--- config.mk ---
export PLATFORM = sky130hd
export DESIGN_NAME = color_manager_cfg_arbiter_flat
export DESIGN_NICKNAME = d
export VERILOG_FILES = /design/src/rtl/color_manager_cfg_arbiter_pkg.sv /design/src/rtl/color_manager_cfg_arbiter_if.sv /design/src/rtl/color_manager_cfg_arbiter_cm_rr_picker.sv /design/src/rtl/color_manager_cfg_arbiter.sv /design/src/flat_wrapper.sv
export SDC_FILE = /design/constraint.sdc
export NUM_CORES = 1
export LEC_CHECK = 0
export CAP_MARGIN = 5
export CORE_ASPECT_RATIO = 1.75
export CORE_MARGIN = 5
export CORE_UTILIZATION = 42
export DETAILED_ROUTE_END_ITERATION = 8
export PLACE_DENSITY = 0.83
export SLEW_MARGIN = 25
export SYNTH_ARGS = -nofsm -noshare
export SYNTH_HDL_FRONTEND = slang
export SYNTH_SLANG_ARGS = --single-unit
--- constraint.sdc ---
create_clock -name Clk -period 3.1 [get_ports Clk]
set_input_delay 0.465 -clock Clk [delete_from_list [all_inputs] [get_ports Clk]]
set_output_delay 0.465 -clock Clk [all_outputs]
set_load 0.03 [all_outputs]
--- src/rtl/color_manager_cfg_arbiter_pkg.sv ---
// Shared constants for the Color Manager config-bus arbiter: bus widths, config
// addresses, the active-low strobe level and the arbiter FSM encoding.
`ifndef ACTIVE
`define ACTIVE 1'b0
`endif

package color_manager_cfg_arbiter_pkg;

    localparam int C_ADDR_WIDTH = 4;
    localparam int C_DATA_WIDTH = 8;

    localparam logic [C_ADDR_WIDTH-1:0] ADDR_VGA_CONFIG  = 4'h0;
    localparam logic [C_ADDR_WIDTH-1:0] ADDR_VGA_COLOR   = 4'h1;
    localparam logic [C_ADDR_WIDTH-1:0] ADDR_VGA_QUADRAN = 4'h2;

    localparam logic [C_DATA_WIDTH-1:0] CFG_R8X6 = 8'h01;

    typedef enum logic [1:0] {
        ST_IDLE  = 2'd0,
        ST_ISSUE = 2'd1,
        ST_WAIT  = 2'd2,
        ST_DONE  = 2'd3
    } cm_state_e;

    // Round-robin pointer advance: the slot after the winner, wrapping at num_req.
    function automatic logic [1:0] rr_next(input logic [1:0] winner, input int num_req);
        rr_next = (int'(winner) + 1 == num_req) ? 2'd0 : winner + 2'd1;
    endfunction

endpackage

--- src/rtl/color_manager_cfg_arbiter_if.sv ---
// Requester-side and Color Manager config-bus signals of the arbiter.
// master = arbiter side, slave = requesters plus Color Manager side.
interface color_manager_cfg_arbiter_if
    import color_manager_cfg_arbiter_pkg::*;
#(
    parameter int NUM_REQ = 2
);
    logic [NUM_REQ-1:0]              req_valid;
    logic [NUM_REQ*C_ADDR_WIDTH-1:0] req_addr;
    logic [NUM_REQ*C_DATA_WIDTH-1:0] req_data;
    logic [NUM_REQ-1:0]              req_done;
    logic                            req_err;
    logic [1:0]                      grant_id;
    logic                            busy;
    logic [C_ADDR_WIDTH-1:0]         c_addr;
    logic [C_DATA_WIDTH-1:0]         c_data;
    logic                            c_valid;
    logic                            c_rdy;

    modport master (
        input  req_valid, req_addr, req_data, c_rdy,
        output req_done, req_err, grant_id, busy, c_addr, c_data, c_valid
    );

    modport slave (
        output req_valid, req_addr, req_data, c_rdy,
        input  req_done, req_err, grant_id, busy, c_addr, c_data, c_valid
    );
endinterface

--- src/rtl/color_manager_cfg_arbiter_cm_rr_picker.sv ---
// Combinational rotate-priority picker: first set request at or after the
// round-robin pointer, wrapping modulo NUM_REQ.
module cm_rr_picker #(
    parameter int NUM_REQ = 2
) (
    input  logic [NUM_REQ-1:0] i_req_valid,
    input  logic [1:0]         i_rr_ptr,
    output logic [1:0]         o_winner,
    output logic               o_found
);

    logic [3:0] w_req4;
    logic [2:0] w_sum;

    assign w_req4 = 4'(i_req_valid);

    // Walk from the farthest slot back to the pointer so the nearest hit wins.
    always_comb begin
        o_winner = 2'd0;
        o_found  = 1'b0;
        w_sum    = 3'd0;
        for (int k = NUM_REQ - 1; k >= 0; k--) begin
            w_sum = {1'b0, i_rr_ptr} + 3'(k);
            if (w_sum >= 3'(NUM_REQ)) begin
                w_sum = w_sum - 3'(NUM_REQ);
            end
            if (w_req4[w_sum[1:0]]) begin
                o_found  = 1'b1;
                o_winner = w_sum[1:0];
            end
        end
    end

endmodule

--- src/rtl/color_manager_cfg_arbiter.sv ---
// Round-robin arbiter sharing the Color Manager config bus between NUM_REQ requesters.
// Optional WAIT timeout enabled by defining CFG_TIMEOUT_EN.
//
// state    | meaning
// ST_IDLE  | pick next requester, load C_Addr/C_Data, strobe C_Valid
// ST_ISSUE | C_Valid low for this single cycle
// ST_WAIT  | wait for the registered ack (or timeout)
// ST_DONE  | Req_Done pulse to the granted requester, no arbitration
module color_manager_cfg_arbiter
    import color_manager_cfg_arbiter_pkg::*;
#(
    parameter int NUM_REQ        = 2,
    parameter int TIMEOUT_CYCLES = 8,
    parameter int TO_WIDTH       = 4
) (
    input  logic                         Clk,
    input  logic                         rst_n,
    color_manager_cfg_arbiter_if.master  cm_bus
);

    if (NUM_REQ < 2 || NUM_REQ > 4 || TIMEOUT_CYCLES < 1 ||
        TIMEOUT_CYCLES >= (1 << TO_WIDTH)) begin : g_bad_params
        $error("color_manager_cfg_arbiter: NUM_REQ or timeout parameters out of range");
    end

    cm_state_e               r_state, w_state_nxt;
    logic [1:0]              r_rr_ptr, w_rr_ptr_nxt;
    logic [1:0]              r_grant_id, w_grant_nxt;
    logic [C_ADDR_WIDTH-1:0] r_c_addr, w_addr_nxt, w_sel_addr;
    logic [C_DATA_WIDTH-1:0] r_c_data, w_data_nxt, w_sel_data;
    logic                    r_c_valid, w_c_valid_nxt;
    logic [NUM_REQ-1:0]      r_req_done, w_done_nxt, w_done_onehot;
    logic                    r_busy, w_busy_nxt;
    logic [1:0]              w_winner;
    logic                    w_found;
`ifdef CFG_TIMEOUT_EN
    logic                    r_req_err, w_err_nxt;
    logic [TO_WIDTH-1:0]     r_to_cnt, w_to_cnt_nxt;
`endif

    cm_rr_picker #(.NUM_REQ(NUM_REQ)) u_picker (
        .i_req_valid (cm_bus.req_valid),
        .i_rr_ptr    (r_rr_ptr),
        .o_winner    (w_winner),
        .o_found     (w_found)
    );

    assign w_done_onehot = NUM_REQ'(1) << r_grant_id;

    // Constant-index mux keeps the flat bus slicing free of variable part-selects.
    always_comb begin
        w_sel_addr = '0;
        w_sel_data = '0;
        for (int i = 0; i < NUM_REQ; i++) begin
            if (w_winner == 2'(i)) begin
                w_sel_addr = cm_bus.req_addr[i*C_ADDR_WIDTH +: C_ADDR_WIDTH];
                w_sel_data = cm_bus.req_data[i*C_DATA_WIDTH +: C_DATA_WIDTH];
            end
        end
    end

    always_comb begin
        w_state_nxt   = r_state;
        w_rr_ptr_nxt  = r_rr_ptr;
        w_grant_nxt   = r_grant_id;
        w_addr_nxt    = r_c_addr;
        w_data_nxt    = r_c_data;
        w_c_valid_nxt = ~`ACTIVE;
        w_done_nxt    = '0;
`ifdef CFG_TIMEOUT_EN
        w_err_nxt     = r_req_err;
        w_to_cnt_nxt  = r_to_cnt;
`endif
        case (r_state)
            ST_IDLE: begin
                if (w_found) begin
                    w_state_nxt   = ST_ISSUE;
                    w_grant_nxt   = w_winner;
                    w_addr_nxt    = w_sel_addr;
                    w_data_nxt    = w_sel_data;
                    w_c_valid_nxt = `ACTIVE;
                    w_rr_ptr_nxt  = rr_next(w_winner, NUM_REQ);
                end
            end
            ST_ISSUE: begin
                w_state_nxt = ST_WAIT;
`ifdef CFG_TIMEOUT_EN
                w_to_cnt_nxt = '0;
`endif
            end
            ST_WAIT: begin
                if (cm_bus.c_rdy == `ACTIVE) begin
                    w_state_nxt = ST_DONE;
                    w_done_nxt  = w_done_onehot;
`ifdef CFG_TIMEOUT_EN
                    w_err_nxt   = 1'b0;
                end else if (r_to_cnt == TO_WIDTH'(TIMEOUT_CYCLES - 1)) begin
                    // Last allowed WAIT cycle without ack: abort with error.
                    w_state_nxt = ST_DONE;
                    w_done_nxt  = w_done_onehot;
                    w_err_nxt   = 1'b1;
                end else begin
                    w_to_cnt_nxt = r_to_cnt + 1'b1;
`endif
                end
            end
            ST_DONE: begin
                w_state_nxt = ST_IDLE;
            end
            default: begin
                w_state_nxt = ST_IDLE;
            end
        endcase
        w_busy_nxt = (w_state_nxt != ST_IDLE);
    end

    always_ff @(posedge Clk or negedge rst_n) begin
        if (!rst_n) begin
            r_state    <= ST_IDLE;
            r_rr_ptr   <= 2'd0;
            r_grant_id <= 2'd0;
            r_c_addr   <= '0;
            r_c_data   <= '0;
            r_c_valid  <= ~`ACTIVE;
            r_req_done <= '0;
            r_busy     <= 1'b0;
        end else begin
            r_state    <= w_state_nxt;
            r_rr_ptr   <= w_rr_ptr_nxt;
            r_grant_id <= w_grant_nxt;
            r_c_addr   <= w_addr_nxt;
            r_c_data   <= w_data_nxt;
            r_c_valid  <= w_c_valid_nxt;
            r_req_done <= w_done_nxt;
            r_busy     <= w_busy_nxt;
        end
    end

`ifdef CFG_TIMEOUT_EN
    always_ff @(posedge Clk or negedge rst_n) begin
        if (!rst_n) begin
            r_req_err <= 1'b0;
            r_to_cnt  <= '0;
        end else begin
            r_req_err <= w_err_nxt;
            r_to_cnt  <= w_to_cnt_nxt;
        end
    end
    assign cm_bus.req_err = r_req_err;
`else
    assign cm_bus.req_err = 1'b0;
`endif

    assign cm_bus.req_done = r_req_done;
    assign cm_bus.grant_id = r_grant_id;
    assign cm_bus.busy     = r_busy;
    assign cm_bus.c_addr   = r_c_addr;
    assign cm_bus.c_data   = r_c_data;
    assign cm_bus.c_valid  = r_c_valid;

endmodule
--- src/flat_wrapper.sv ---
// flat-port wrapper written by rule: the top's interface ports become plain ports
module color_manager_cfg_arbiter_flat import color_manager_cfg_arbiter_pkg::*;
#(
    parameter int NUM_REQ        = 2,
    parameter int TIMEOUT_CYCLES = 8,
    parameter int TO_WIDTH       = 4
)
  (Clk, rst_n, cm_bus_req_valid, cm_bus_req_addr, cm_bus_req_data, cm_bus_c_rdy, cm_bus_req_done, cm_bus_req_err, cm_bus_grant_id, cm_bus_busy, cm_bus_c_addr, cm_bus_c_data, cm_bus_c_valid);
  color_manager_cfg_arbiter_if #(.NUM_REQ(NUM_REQ)) cm_bus_i ();
  input  logic Clk;
  input  logic rst_n;
  input wire logic [$bits(cm_bus_i.req_valid)-1:0] cm_bus_req_valid;
  input wire logic [$bits(cm_bus_i.req_addr)-1:0] cm_bus_req_addr;
  input wire logic [$bits(cm_bus_i.req_data)-1:0] cm_bus_req_data;
  input wire logic [$bits(cm_bus_i.c_rdy)-1:0] cm_bus_c_rdy;
  output wire logic [$bits(cm_bus_i.req_done)-1:0] cm_bus_req_done;
  output wire logic [$bits(cm_bus_i.req_err)-1:0] cm_bus_req_err;
  output wire logic [$bits(cm_bus_i.grant_id)-1:0] cm_bus_grant_id;
  output wire logic [$bits(cm_bus_i.busy)-1:0] cm_bus_busy;
  output wire logic [$bits(cm_bus_i.c_addr)-1:0] cm_bus_c_addr;
  output wire logic [$bits(cm_bus_i.c_data)-1:0] cm_bus_c_data;
  output wire logic [$bits(cm_bus_i.c_valid)-1:0] cm_bus_c_valid;
  assign cm_bus_i.req_valid = cm_bus_req_valid;
  assign cm_bus_i.req_addr = cm_bus_req_addr;
  assign cm_bus_i.req_data = cm_bus_req_data;
  assign cm_bus_i.c_rdy = cm_bus_c_rdy;
  assign cm_bus_req_done = cm_bus_i.req_done;
  assign cm_bus_req_err = cm_bus_i.req_err;
  assign cm_bus_grant_id = cm_bus_i.grant_id;
  assign cm_bus_busy = cm_bus_i.busy;
  assign cm_bus_c_addr = cm_bus_i.c_addr;
  assign cm_bus_c_data = cm_bus_i.c_data;
  assign cm_bus_c_valid = cm_bus_i.c_valid;
  color_manager_cfg_arbiter #(.NUM_REQ(NUM_REQ), .TIMEOUT_CYCLES(TIMEOUT_CYCLES), .TO_WIDTH(TO_WIDTH)) u_core (.Clk(Clk), .rst_n(rst_n), .cm_bus(cm_bus_i));
endmodule
==> results.json, run 1 <==
{
  "grt.overflow.total": 0,
  "synthFlopType": "dfrtp_1",
  "tightest_slew_ns": 0.6843,
  "path_cells": "clkdlybuf4s50_1",
  "synthDistinctLibCells": 25,
  "die_w_um": 46.53,
  "yosysMostFrequentCell": "dfrtp_1",
  "fin_crit_sh": 0.6165,
  "drt-wirelength-per-cell_um": 18.56,
  "maxCapViolations": 0,
  "num_io_pins": 48,
  "slew_headroom": 0.5437,
  "syn_to_final_growth_pct": 51.40,
  "cp-end-kind": "output pin",
  "hpwl_um": 2039,
  "finalSetupViolCount": 0,
  "gp_congestion": 0.7556,
  "grt_max_degree": 23,
  "synthesis.nets": 107,
  "grt_pass1_vias": 866,
  "hold_path.class": "input pin to asynchronous set/reset pin",
  "grt_antenna_before_repair": 0,
  "yosysTopAreaCellShare": 0.5357,
  "preCtsSetupSlack_ns": 1.114,
  "numCtsBuffers": 3,
  "timing.fmax_mhz": 523.3,
  "rsz0062_at_grt": "false",
  "crit_path_max_fanout": 1,
  "num_antenna_cells": 0,
  "hold_ws_ns": 0.1459,
  "path_buf_inv": 1,
  "power_density_mw_per_mm2": 967.6,
  "crit_arrival_ns": 1.45,
  "cts-resized-gates": 0,
  "dr_total_vias": 821,
  "cts_max_path_buffers": 2,
  "fin_util": 0.6533,
  "post-cts-setup-buffer-count": 0,
  "syn_avg_cell_area_um2": 13.08,
  "hold_violations": 0,
  "outcome": "complete, no violations",
  "maxSlewViolCount": 0,
  "via_per_inst": 5.623,
  "clkLatencyLatePin_ns": 0.27,
  "cts.clk_slew.worst_paths_ns": 0.08,
  "rows": 23,
  "irDropWorstVdd_mv": 0.4885,
  "ys_seq_area_frac": 0.5625,
  "grt_pass1_wl_um": 4174,
  "synth_edf_count": 0,
  "drt_drc_violations_left": 0,
  "cts_root_buf": "clkbuf_8",
  "postRouteWirelength_um": 2710,
  "yosysWarnings": 0,
  "synth_area_leaders": "dfrtp_1 (54%), nor3b_1 (9.2%), a221o_2 (8.0%)",
  "hold_buffers": 0,
  "power.leakage_nw": 0.6168,
  "fp.coreArea_mm2": 0.002273,
  "startpoint_type": "flip-flop",
  "nets": 154,
  "path_delay_family": "buffers and inverters",
  "cts_tree": "yes",
  "dieHeight_um": 73.93,
  "final.setup_skew_ns": 0.003410,
  "globalRouteTotalUtil": 0.1771,
  "start_util": 0.4315,
  "cpMaxStageDelayCell": "clkdlybuf4s50_1",
  "synth-seq-cells": 22,
  "cpPeakStageDelay_ns": 0.66,
  "drtIter0Drc": 12,
  "dr.pass1.iters": 4,
  "setup_slack_ns": 1.189,
  "syn_inst": 75,
  "htreeDepth": 1,
  "crit_required_ns": 2.63,
  "port-buffer-count": 46,
  "total_power_mw": 1.437,
  "yosysTopAreaCell": "dfrtp_1",
  "synth_area_um2": 980.9,
  "synth_common_cells": "dfrtp_1 (21), nor3b_1 (12), a221o_2 (7)",
  "path_class": "flip-flop to output pin",
  "cts_sinks": 22,
  "setup_tns_ns": 0,
  "period_needed_ns": 1.911,
  "postRouteAntennaNets": 0,
  "dieArea_mm2": 0.003440,
  "async_flop_share": 1.000,
  "drive_above_1_share": 0.1488
}
## logic make-up (layout without fill, tap and decap cells)
logic type               count (synthesis)  in the layout  share of synthesized area
AO/OA/AOI/OAI                           20             20                     0.1952
buffers and inverters                    8             54                    0.04718
adder cells (fa/ha/maj)                  3              3                    0.03827
flip-flops                              22             22                     0.5625
other                                    1              1                   0.003823
AND/OR/NAND/NOR                         21             21                     0.1531
## routing by layer
| layer | global-route usage | share of wire | up-vias |
|---|---|---|---|
| met4 | 0.1139 | 0.032 | 0 |
| met5 | 0 | 0 | - |
| met2 | 0.3113 | 0.56 | 23 |
| met3 | 0.02906 | 0.046 | 7 |
| li1 | - | - | 371 |
| met1 | 0.1835 | 0.36 | 420 |
## layout by cell type (no fill, tap or decap), types with 2 or more instances in the layout
| cell type | count |
|---|---|
| clkdlybuf4s50_1 | 45 |
| dfrtp_1 | 21 |
| nor3b_1 | 12 |
| a221o_2 | 7 |
| a221o_1 | 5 |
| inv_1 | 3 |
| ha_1 | 3 |
| clkbuf_8 | 3 |
| a21oi_1 | 2 |
| nor4b_1 | 2 |
| nand2_1 | 2 |
| and2_2 | 2 |
## stage by stage
step                      instances  cell area, µm²
after floorplan                  75           980.9
final                           146            1485
after detailed placement        142            1445
after global routing            146            1485
after CTS                       146            1490
after global placement          142            1445
## sequential cells by signal (all words and copies together), names as in the netlist
signal / flops
u_core.cm_bus.c_data: 8
u_core.cm_bus.grant_id: 2
u_core.r_state: 2
u_core.cm_bus.c_valid: 1
u_core.cm_bus.busy: 1
u_core.r_rr_ptr: 2
u_core.cm_bus.c_addr: 4
u_core.cm_bus.req_done: 2
## final cells by class
cell class              count  area [µm²]
fillers                   182       788.3
multi-input cells          45       382.9
repair buffers             47       462.9
flip-flops and latches     22       551.8
inverters                   3       11.26
well taps                  25       31.28
clock buffers               4       45.04
## final timing paths
kind,slack (ns),startpoint,cells past startpoint,to
max,1.19,u_core.cm_bus.c_valid$_DFF_PN1_,1,cm_bus_c_valid
min,0.15,rst_n,1,u_core.r_state[1]$_DFF_PN0_
max reg2reg,1.47,u_core.r_state[0]$_DFF_PN0_,5,u_core.cm_bus.c_data[4]$_DFFE_PN0P_
min reg2reg,0.50,u_core.cm_bus.grant_id[1]$_DFFE_PN0P_,1,u_core.cm_bus.req_done[0]$_DFF_PN0_
max in group asynchronous,2.61,rst_n,1,u_core.cm_bus.c_valid$_DFF_PN1_
min in group Clk,0.50,u_core.cm_bus.grant_id[1]$_DFFE_PN0P_,1,u_core.cm_bus.req_done[0]$_DFF_PN0_
## report_power, final
group / total, mW / leakage [nW] / switching [mW] / internal, mW
combinational: 0.768 / 0.320 / 0.414 / 0.355
clock: 0.186 / 0.0228 / 0.0943 / 0.0919
sequential: 0.483 / 0.274 / 0.0713 / 0.411
(Power assumes the default switching activity.)
==> run 2: changes to the inputs <==
CORE_UTILIZATION = 39   (was 42)
PLACE_DENSITY = 0.78   (was 0.83)
clock period = 1.96 ns   (was 3.1 ns; I/O delays follow)
==> run 2 against run 1 <==
Wire length shrank 3.2%. Critical path depth did not move. Clock skew decreased by 0.0012 ns. Design area is 1.4% higher. Sequential cell count did not move. Via count fell by 1.9%. Register-to-register slack worse by 1.1 ns. Non-clock buffer count up 2. Die area is 6.3% higher. Critical path type unchanged. Critical endpoint unchanged. Largest power group unchanged.
==> results.json, run 2 (synthesis results as in run 1) <==
{
  "period_needed_ns": 1.719,
  "wl_met3_um": 151,
  "port-buffer-count": 46,
  "post_dp_cell_area_mm2": 0.001461,
  "cpMaxStageDelayCell": "clkdlybuf4s50_1",
  "path_class": "flip-flop to output pin",
  "path_cells": "clkdlybuf4s50_1",
  "hold_path.class": "input pin to asynchronous set/reset pin",
  "routed.top_layer": "met4",
  "rows": 24,
  "nets": 156,
  "power_frac_comb": 0.538,
  "p_int_mw": 1.363,
  "syn_to_final_growth_pct": 53.57,
  "drtIter0Drc": 14,
  "grt_pass1_vias": 858,
  "maxCapViolations": 0,
  "postRouteAntennaNets": 0,
  "final.setup_skew_ns": 0.002216,
  "num_io_pins": 48,
  "path_delay_family": "buffers and inverters",
  "drive_above_1_share": 0.1545,
  "cts_sinks": 22,
  "fp.coreArea_mm2": 0.002462,
  "setup_slack_ns": 0.2409,
  "reg2regPathDepth": 5,
  "seqPwrFrac": 0.340,
  "num_antenna_cells": 0,
  "multi_input_area_um2": 382.9,
  "hpwl_um": 1982,
  "grt.overflow.total": 0,
  "fin_crit_sh": 0.8771,
  "post-cts-setup-buffer-count": 0,
  "cts_root_buf": "clkbuf_8",
  "via_per_inst": 5.403,
  "cpPeakStageDelay_ns": 0.66,
  "swShare": 0.3968,
  "irDropWorstVdd_mv": 0.6721,
  "grt_pass1_wl_um": 4036,
  "power_density_mw_per_mm2": 1500,
  "dieHeight_um": 76.35,
  "crit_required_ns": 1.67,
  "grt_max_degree": 18,
  "maxSlewViolCount": 0,
  "cts-resized-gates": 0,
  "power.share.clock": 0.122,
  "die_w_um": 47.91,
  "cts_tree": "yes",
  "globalRouteTotalUtil": 0.1525,
  "power.leakage_nw": 0.6268,
  "grt_antenna_before_repair": 0,
  "startpoint_type": "flip-flop",
  "preCtsSetupSlack_ns": 0.1075,
  "cts_max_path_buffers": 2,
  "outcome": "complete, no violations",
  "dieArea_mm2": 0.003658,
  "crit_path_max_fanout": 1,
  "hold_buffers": 0,
  "cp-end-kind": "output pin",
  "numCtsBuffers": 3,
  "n_fill_cell": 200,
  "clkLatencyLatePin_ns": 0.25,
  "cts.clk_slew.worst_paths_ns": 0.07,
  "layout_common_cells": "clkdlybuf4s50_1 (46), dfrtp_1 (21), nor3b_1 (12), a221o_2 (7), a221o_1 (5)",
  "postRouteWirelength_um": 2623,
  "htreeDepth": 1,
  "met2_length_um": 1487,
  "gp_congestion": 0.7586,
  "start_util": 0.3984,
  "drt-wirelength-per-cell_um": 17.60,
  "hold_violations": 0,
  "setup_tns_ns": 0,
  "largest_reg_flops": 8,
  "rsz0062_at_grt": "false",
  "path_buf_inv": 1,
  "dr_total_vias": 805,
  "tightest_slew_ns": 0.7365,
  "wl_met1_um": 950,
  "crit_arrival_ns": 1.43,
  "drt_drc_violations_left": 0,
  "slew_headroom": 0.5090,
  "dr.pass1.iters": 4,
  "timing.fmax_mhz": 581.7,
  "seq_area_um2": 551.8,
  "crit_cells": 1,
  "fin_area_mm2": 0.001506,
  "final_common_cell": "clkdlybuf4s50_1",
  "p_switching_uw": 896.4,
  "finalSetupViolCount": 0
}
run 2: changes by cell type in the layout (fill, tap and decap cells not counted):
cell and delta:
buf_4 +2, buf_2 -1, clkdlybuf4s50_1 +1
run 2: final cells by class:
class,count,share of cell area
Clock buffer,4,0.02990
Inverter,3,0.007475
Multi-Input combinational cell,45,0.2542
Sequential cell,22,0.3663
Tap cell,26,0.02159
Timing Repair Buffer,49,0.3206
run 2: power by group through the flow:
stage / combinational, mW / sequential (mW) / clock, mW
3_3_place_gp: 1.18 / 0.763 / 0
3_5_place_dp: 1.23 / 0.773 / 0
6_report: 1.22 / 0.768 / 0.276
4_1_cts: 1.23 / 0.767 / 0.287
5_1_grt: 1.30 / 0.790 / 0.302
2_1_floorplan: 0.446 / 1.06 / 0
run 2: final timing paths:
kind	startpoint	end	slack, ns
max	u_core.cm_bus.c_valid$_DFF_PN1_	cm_bus_c_valid	0.24
min	rst_n	u_core.cm_bus.c_data[1]$_DFFE_PN0P_	0.34
max reg2reg	u_core.r_state[0]$_DFF_PN0_	u_core.cm_bus.c_addr[0]$_DFFE_PN0P_	0.34
min reg2reg	u_core.cm_bus.grant_id[1]$_DFFE_PN0P_	u_core.cm_bus.req_done[1]$_DFF_PN0_	0.48
max in group asynchronous	rst_n	u_core.cm_bus.req_done[0]$_DFF_PN0_	1.09
min in group Clk	u_core.cm_bus.grant_id[1]$_DFFE_PN0P_	u_core.cm_bus.req_done[1]$_DFF_PN0_	0.48
run 2: routing by layer:
layer,up-vias,global-route usage
li1,377,-
met1,402,0.1757
met2,24,0.2467
met3,2,0.02364
met4,0,0.08895
met5,-,0
run 2: metrics by stage:
step | std cells | hold slack [ns] | total power, mW | utilization
after floorplan | 75 | -0.001591 | 1.506 | -
after global placement | 145 | 0.4697 | 1.947 | 0.5935
after detailed placement | 145 | 0.4737 | 2.003 | 0.5935
after CTS | 149 | 0.3435 | 2.287 | 0.6118
after global routing | 149 | 0.3647 | 2.390 | 0.6118
final | 149 | 0.3385 | 2.259 | 0.6118
